## src/rtl/serial_add_ctrl.sv

```systemverilog
// Bit-serial add/subtract unit: one full-adder slice reused for WIDTH cycles,
// sequenced by a start/busy/done handshake.
module serial_add_ctrl #(
    parameter int WIDTH = 8
) (
    input  logic             CLK,
    input  logic             RST,
    input  logic             start,
    input  logic             sub,
    input  logic [WIDTH-1:0] op_a,
    input  logic [WIDTH-1:0] op_b,
    output logic             busy,
    output logic             done,
    output logic [WIDTH-1:0] sum,
    output logic             cout
);
    localparam int CW = $clog2(WIDTH);
    localparam logic [CW-1:0] LAST = CW'(WIDTH - 1);

    typedef enum logic [1:0] {IDLE, RUN, DONE} state_t;

    state_t           state;
    logic [WIDTH-1:0] sh_a;
    logic [WIDTH-1:0] sh_b;
    logic             carry;
    logic [CW-1:0]    count;

    // Full adder built as two half-adder stages with the carries ORed.
    logic ha1_s, ha1_c, ha2_c, sum_bit, carry_nxt;
    assign ha1_s     = sh_a[0] ^ sh_b[0];
    assign ha1_c     = sh_a[0] & sh_b[0];
    assign sum_bit   = ha1_s ^ carry;
    assign ha2_c     = ha1_s & carry;
    assign carry_nxt = ha1_c | ha2_c;

    always_ff @(posedge CLK or posedge RST) begin
        if (RST) begin
            state <= IDLE;
            busy  <= 1'b0;
            done  <= 1'b0;
            sum   <= '0;
            cout  <= 1'b0;
            sh_a  <= '0;
            sh_b  <= '0;
            carry <= 1'b0;
            count <= '0;
        end else begin
            case (state)
                IDLE: begin
                    done <= 1'b0;
                    if (start) begin
                        // Subtract as A + ~B + 1: the +1 rides in on the carry.
                        sh_a  <= op_a;
                        sh_b  <= sub ? ~op_b : op_b;
                        carry <= sub;
                        count <= '0;
                        busy  <= 1'b1;
                        state <= RUN;
                    end
                end
                RUN: begin
                    sum   <= {sum_bit, sum[WIDTH-1:1]};
                    carry <= carry_nxt;
                    sh_a  <= sh_a >> 1;
                    sh_b  <= sh_b >> 1;
                    if (count == LAST) begin
                        cout  <= carry_nxt;
                        done  <= 1'b1;
                        state <= DONE;
                    end else begin
                        count <= count + 1'b1;
                    end
                end
                DONE: begin
                    done  <= 1'b0;
                    busy  <= 1'b0;
                    state <= IDLE;
                end
                default: begin
                    done  <= 1'b0;
                    busy  <= 1'b0;
                    state <= IDLE;
                end
            endcase
        end
    end
endmodule

```

## config.mk

```make
export PLATFORM = sky130hd
export DESIGN_NAME = serial_add_ctrl
export DESIGN_NICKNAME = d
export VERILOG_FILES = /design/src/rtl/serial_add_ctrl.sv
export SDC_FILE = /design/constraint.sdc
export NUM_CORES = 1
export LEC_CHECK = 0
export BUFFER_PORTS_ARGS = -buffer_cell sky130_fd_sc_hd__buf_2
export CAP_MARGIN = 25
export CORE_MARGIN = 8
export CORE_UTILIZATION = 55
export CTS_BUF_LIST = sky130_fd_sc_hd__clkbuf_8
export DETAILED_ROUTE_END_ITERATION = 10
export HOLD_SLACK_MARGIN = 0.15
export PLACE_DENSITY_LB_ADDON = 0.08
export SYNTH_ARGS = -nofsm -noshare
export SYNTH_HDL_FRONTEND = slang
export SYNTH_SLANG_ARGS = --single-unit
export TNS_END_PERCENT = 10
```

## constraint.sdc

```tcl
create_clock -name CLK -period 2 [get_ports CLK]
set_input_delay 0.1 -clock CLK [delete_from_list [all_inputs] [get_ports CLK]]
set_output_delay 0.1 -clock CLK [all_outputs]
set_load 0.02 [all_outputs]
```

==> results.toml, run 1 <==
[power]
power.density_nw_per_um2 = 1590
leakagePower_nw = 0.933
vdd_ir_drop_max_mv = 1.01

[job]
maxCapViolCount = 0

[worst_setup_path]
cpMaxStageDelayCell = "dfrtp_1"
path_max_fanout = 14
worst_ep_arrival_time_ps = 1800
critPathLaunchType = "register"
crit_path_end_kind = "register"
cpPeakStageDelay_ps = 650
worstPathRequired_ps = 2170
crit_type = "reg -> reg"
path_cells = "or3b_1 -> nor2_1 -> a221o_1"

[synthesis]
ys_seq_area_share_pct = 53.6
synth_ff_type = "dfrtp_1"
yosysWarnings = 0
syn-cell-area_um2 = 1540
synth-edff-count = 0
yosysTopAreaCell = "dfrtp_1"
syn_nets = 164
syn_inst = 140
synth.distinct_cells = 28
synth-seq-cells = 33
ys_top_cells_by_count = "33 x dfrtp_1, 26 x nand2_1, 9 x and2_1"
synth_top_area_share_pct = 53.6
syn_avg_cell_area_um2 = 11.0
synthArstFlopShare_pct = 100
yosysMostFrequentCell = "dfrtp_1"
netlist_top_cells_area = "dfrtp_1 54%, nand2_1 6.3%, a221o_1 4.5%"

[route]
wl_per_cell_um = 15.1
vias = 1182
initialDrtViolationCount = 81
routed_wl_mm = 3.21
drcViolationCount = 0
dr.pass1.iters = 4
viasPerCell = 5.55
final_antenna_net_count = 0

[global_routing]
antenna_found_initial = 0
grt_pass1_wl_mm = 5.25
grt_pass1_vias = 1221
grt_max_degree = 34
track_usage_pct = 14.8
grt-ovfl-total = 0

[timing]
maxSlewHeadroom_pct = 67.3
skew_ps = 7.89
rsz0062_at_grt = "no"
timing.final.hold_violations = 0
fmax_mhz = 613
layout_setup_ws_ps = 369
slew_viol_final = 0
setup_violations = 0
fin_crit_sh_pct = 81.5
final.min_clock_period_ps = 1630
tns_ps = 0
worst_slew_pin_slew_ps = 491

[placed_design]
dp_cells = 195
finalWeightedCongestion = 0.733
port_buffers = 30
dpl.hpwl_mm = 2.18
post-place-ws_ps = 369

[clocking]
cts_tree = "built"
clockBufferDepth = 2
cts.sinks = 33
clkTransAtPathRegs_ps = 70
h-tree-depth = 2
cts_inserted_buffers = 5
post_cts_buffers = 0
clock_latency_ps = 280
ctsRootBufferMaster = "clkbuf_8"

[run_status]
status = "finished clean"

[worst_hold_path]
hold_path.class = "in -> reg"

[cells_and_area]
stdcell_count = 213
nFillCells = 215
drive_above_1_share_pct = 28.6
diodes = 0
syn_to_final_growth_pct = 24.9
nNetsFinal = 205

[die]
row_count = 19
die_area_um2 = 4750
coreArea_um2 = 2710
die_y_um = 68.9
pin_count = 31
die_w_um = 68.9
initial_core_util_pct = 56.8
## power breakdown
part           leakage (nW)  internal, mW  total, mW  switching (mW)
Sequential            0.415         0.966       1.19           0.219
Combinational         0.450         0.506       1.14           0.632
Clock                0.0681         0.495      0.737           0.242
Total                 0.933          1.97       3.06            1.09
## repair_timing
action,CTS,global route
hold endpoints to repair,42,0
gates resized for setup,0,0
hold buffers,10,0
## kinds of logic (layout without fill, tap and decap cells)
group	after synthesis	after routing	share of synthesized area, %
fa+ha+maj	4	4	3.74
flops	33	33	53.6
buf+inv	11	53	4.47
compound gates	28	28	14.5
mux	2	2	1.46
xor+xnor	8	8	4.55
simple gates	54	54	17.7
## layout by cell type, fill, tap and decap left out, types with 2 or more instances in the layout
| master | instances |
|---|---|
| dfrtp_1 | 33 |
| buf_2 | 30 |
| nand2_1 | 26 |
| dlygate4sd3_1 | 10 |
| and2_1 | 9 |
| xnor2_1 | 8 |
| a31oi_1 | 8 |
| o2bb2ai_1 | 8 |
| nor2_2 | 7 |
| a221o_1 | 7 |
| nor2_1 | 5 |
| clkbuf_8 | 5 |
| ha_1 | 3 |
| buf_4 | 3 |
| nor3b_2 | 2 |
| a22o_1 | 2 |
| nand3_1 | 2 |
| bufinv_16 | 2 |
## through the flow
step	total power, mW	hold WS, ps	util, %	area (um2)
floorplan	2.04	205	-	1540
global placement	2.27	201	62.4	1690
detailed placement	2.33	218	62.4	1690
CTS	3.09	159	71.0	1920
global route	3.27	190	71.0	1920
finish	3.06	161	71.0	1920
## layer usage
layer / vias up / track usage (%) / share of wire [%]
met5: - / 0 / 0
li1: 562 / - / -
met1: 580 / 16.6 / 43
met2: 35 / 24.6 / 49
met3: 5 / 4.85 / 6.2
met4: 0 / 7.77 / 1.7
## registers in the layout (all words and copies together) (netlist names)
register,cells
sh_a,8
carry,1
count,3
sh_b,8
state,2
cout,1
busy,1
sum,8
done,1
## final timing paths
check | startpoint | end | slack, ps | cells after the start
max in group asynchronous | RST | state[0]$_DFFE_PP0P_ | 1250 | 4
worst min-delay path | op_b[2] | sh_b[2]$_DFFE_PP0P_ | 160 | 4
min in group asynchronous | RST | sum[6]$_DFFE_PP0N_ | 450 | 4
worst min register to register | sh_a[6]$_DFFE_PP0P_ | sh_a[6]$_DFFE_PP0P_ | 480 | 1
worst max register to register | state[1]$_DFFE_PP0P_ | sh_b[6]$_DFFE_PP0P_ | 370 | 3
worst max-delay path | state[1]$_DFFE_PP0P_ | sh_b[6]$_DFFE_PP0P_ | 370 | 3
## critical path, delay by kind of cell (launching register included)
| family | cells | cell delay (ps) |
|---|---|---|
| flops | 1 | 650 |
| simple gates | 2 | 600 |
| compound gates | 1 | 270 |
## area by class of cell
type                    count  area (um2)  share of cell area (%)
multi-input cells          96         646                    33.5
clock buffers               5        68.8                    3.58
repair buffers             43         273                    14.2
inverters                   2        7.51                   0.390
flip-flops and latches     33         826                    42.9
clock inverters             3        65.1                    3.38
well taps                  31        38.8                    2.02
Note: power is estimated with default switching activity, not from simulation.
==> inputs of run 2 (changes only) <==
--- a/config.mk
+++ b/config.mk
@@ -5,6 +5,7 @@
 export SDC_FILE = /design/constraint.sdc
 export NUM_CORES = 1
 export LEC_CHECK = 0
+export ABC_AREA = 1
 export BUFFER_PORTS_ARGS = -buffer_cell sky130_fd_sc_hd__buf_2
 export CAP_MARGIN = 25
 export CORE_MARGIN = 8
==> constraint.sdc (replaced) <==
create_clock -name CLK -period 1.6 [get_ports CLK]
set_input_delay 0.08 -clock CLK [delete_from_list [all_inputs] [get_ports CLK]]
set_output_delay 0.08 -clock CLK [all_outputs]
set_load 0.02 [all_outputs]
==> results.toml, run 2 <==
[global_routing]
grt_pass1_vias = 1455
grt_pass1_wl_mm = 6.25
track_usage_pct = 15.1
grt_max_degree = 34
grt-ovfl-total = 0
antenna_found_initial = 0

[die]
die_area_um2 = 4970
row_count = 19
initial_core_util_pct = 58.7
die_w_um = 70.5
coreArea_um2 = 2780
die_y_um = 70.5
pin_count = 31

[synthesis]
synthMuxAreaShare_pct = 0
yosysMostFrequentCell = "nand2_1"
synth_top_area_share_pct = 50.5
synth_fa_ha_area_share_pct = 3.52
yosysWarnings = 0
syn-cell-area_um2 = 1630
synth-seq-cells = 33
synth_ff_type = "dfrtp_1"
ys_seq_area_share_pct = 50.5
synth_top_family_by_area = "simple AND/OR/NAND/NOR gates"
synth-edff-count = 0
syn_inst = 211
synthArstFlopShare_pct = 100
synth_xor_area_share_pct = 0.536
syn_avg_cell_area_um2 = 7.74
netlist_top_cells_area = "dfrtp_1 51%, nand2_1 26%, nand3_1 5.5%"
synth_compound_area_share_pct = 3.14
synth-simple-area-share_pct = 34.5
syn_nets = 235
synth.distinct_cells = 19
yosysTopAreaCell = "dfrtp_1"
ys_top_cells_by_count = "115 x nand2_1, 33 x dfrtp_1, 18 x nand3_1"

[timing]
rsz0062_at_grt = "no"
setup_violations = 0
final.min_clock_period_ps = 1450
timing.final.hold_violations = 0
fmax_mhz = 688
fin_crit_sh_pct = 90.9
slew_viol_final = 0
fin_hold_ws_ps = 208
maxSlewHeadroom_pct = 70.1
worst_slew_pin_slew_ps = 449
skew_ps = 4.43
tns_ps = 0

[clocking]
clockBufferDepth = 2
cts_inserted_buffers = 5
clkTransAtPathRegs_ps = 60
post_cts_buffers = 0
cts.sinks = 33
clock_latency_ps = 290
h-tree-depth = 2
cts_resized = 0
cts_tree = "built"
ctsRootBufferMaster = "clkbuf_8"
hold_buffers = 18

[route]
vias = 1444
final_antenna_net_count = 0
drcViolationCount = 0
viasPerCell = 4.89
wl_per_cell_um = 12.0
routed_wl_mm = 3.54
dr.pass1.iters = 4
initialDrtViolationCount = 81

[worst_setup_path]
crit_type = "reg -> reg"
cpPeakStageDelay_ps = 620
worst_ep_arrival_time_ps = 1680
crit_family = "flip-flops"
path_max_fanout = 12
crit_top_cell = "nand2_1"
worstPathRequired_ps = 1820
critPathLaunchType = "register"
path_cells = "inv_1 -> nor2_4 -> nand2_1 -> inv_1 -> nand2_1 -> nand2_1"
crit_path_end_kind = "register"
critical_path_buf_inv_count = 2
cpMaxStageDelayCell = "dfrtp_1"

[power]
leakagePower_nw = 1.19
vdd_ir_drop_max_mv = 1.28
power.density_nw_per_um2 = 1670

[cells_and_area]
final_common_cell = "nand2_1"
finish.instance_area_um2 = 2050
regArea_um2 = 826
multiInputGateArea_um2 = 681
syn_to_final_growth_pct = 25.7
nFillCells = 240
layout_common_cells = "115 x nand2_1, 33 x dfrtp_1, 30 x buf_2"
nNetsFinal = 287
stdcell_count = 295
diodes = 0
reg_top3 = "sh_a (8), sh_b (8), sum (8)"
drive_above_1_share_pct = 17.8

[run_status]
status = "finished clean"

[worst_hold_path]
hold_path.class = "in -> reg"

[placed_design]
port_buffers = 30
finalWeightedCongestion = 0.790
dpl.hpwl_mm = 2.36
dp_cells = 269
dpl_cell_area_um2 = 1790

[job]
maxCapViolCount = 0
-- run 2: cell types whose count changed after synthesis, moves of 2 or more --
cell and delta:
nor2_2 -5, a31oi_1 -8, buf_2 -3, and2_1 -9
o2bb2ai_1 -8, nand2_1 +89, nor2_1 -2, nand3_1 +16
nor3b_2 -2, xnor2_1 -8, o21ai_0 +5, inv_1 +16
a22o_1 -2, a221o_1 -7
-- run 2: path summary, 6_finish.rpt --
path                            slack, ps                   end                 start  depth (start not counted)
worst max-delay path                  150  count[0]$_DFFE_PP0P_  state[0]$_DFFE_PP0P_                          6
worst min-delay path                  210   sh_b[7]$_DFFE_PP0P_                   sub                          4
worst max register to register        150  count[0]$_DFFE_PP0P_  state[0]$_DFFE_PP0P_                          6
worst min register to register        490   sh_a[2]$_DFFE_PP0P_   sh_a[2]$_DFFE_PP0P_                          2
max in group asynchronous             880  state[1]$_DFFE_PP0P_                   RST                          4
min in group asynchronous             420    sum[6]$_DFFE_PP0N_                   RST                          4
-- run 2: report_power, final --
part,internal [mW],total (mW),switching [mW],leakage [nW]
clock,0.295,0.595,0.300,0.0491
combinational,0.519,1.41,0.894,0.723
sequential,1.18,1.43,0.248,0.419
-- run 2: layer usage --
metal	GRT usage (%)	routed length, um	vias to the layer above	part of all wire, %
li1	-	-	745	-
met1	15.8	1490	672	42
met2	27.5	1850	21	52
met3	5.23	151	6	4.3
met4	4.91	47	0	1.3
met5	0	0	-	0
-- run 2: cell type report --
type	instances	share of cell area (%)
timing repair buffer	51	17.2
inverter	19	3.59
tap	31	1.89
clock inverter	3	0.670
clock buffer	5	3.35
sequential	33	40.2
multi-input combinational	153	33.1
-- run 2: cell families (layout without fill, tap and decap cells) --
group                    Yosys count  after routing
AND/OR/NAND/NOR                  140            140
adder cells (fa/ha/maj)            4              4
AO/OA/AOI/OAI                      8              8
flip-flops                        33             33
buffers and inverters             25             78
XOR/XNOR                           1              1
-- run 2: per-stage QoR --
step | power (mW) | setup slack [ps] | util, %
2_1_floorplan | 2.50 | 464 | -
3_3_place_gp | 2.75 | 270 | 64.4
3_5_place_dp | 2.83 | 196 | 64.4
4_1_cts | 3.48 | 143 | 73.9
5_1_grt | 3.75 | 2.92 | 73.9
6_report | 3.44 | 146 | 73.9
-- run 2: worst reg2reg max path, stage by stage, from the launching register on --
cell,delay (ps)
dfrtp_1,620
inv_1,160
nor2_4,230
nand2_1,160
inv_1,120
nand2_1,50
nand2_1,60
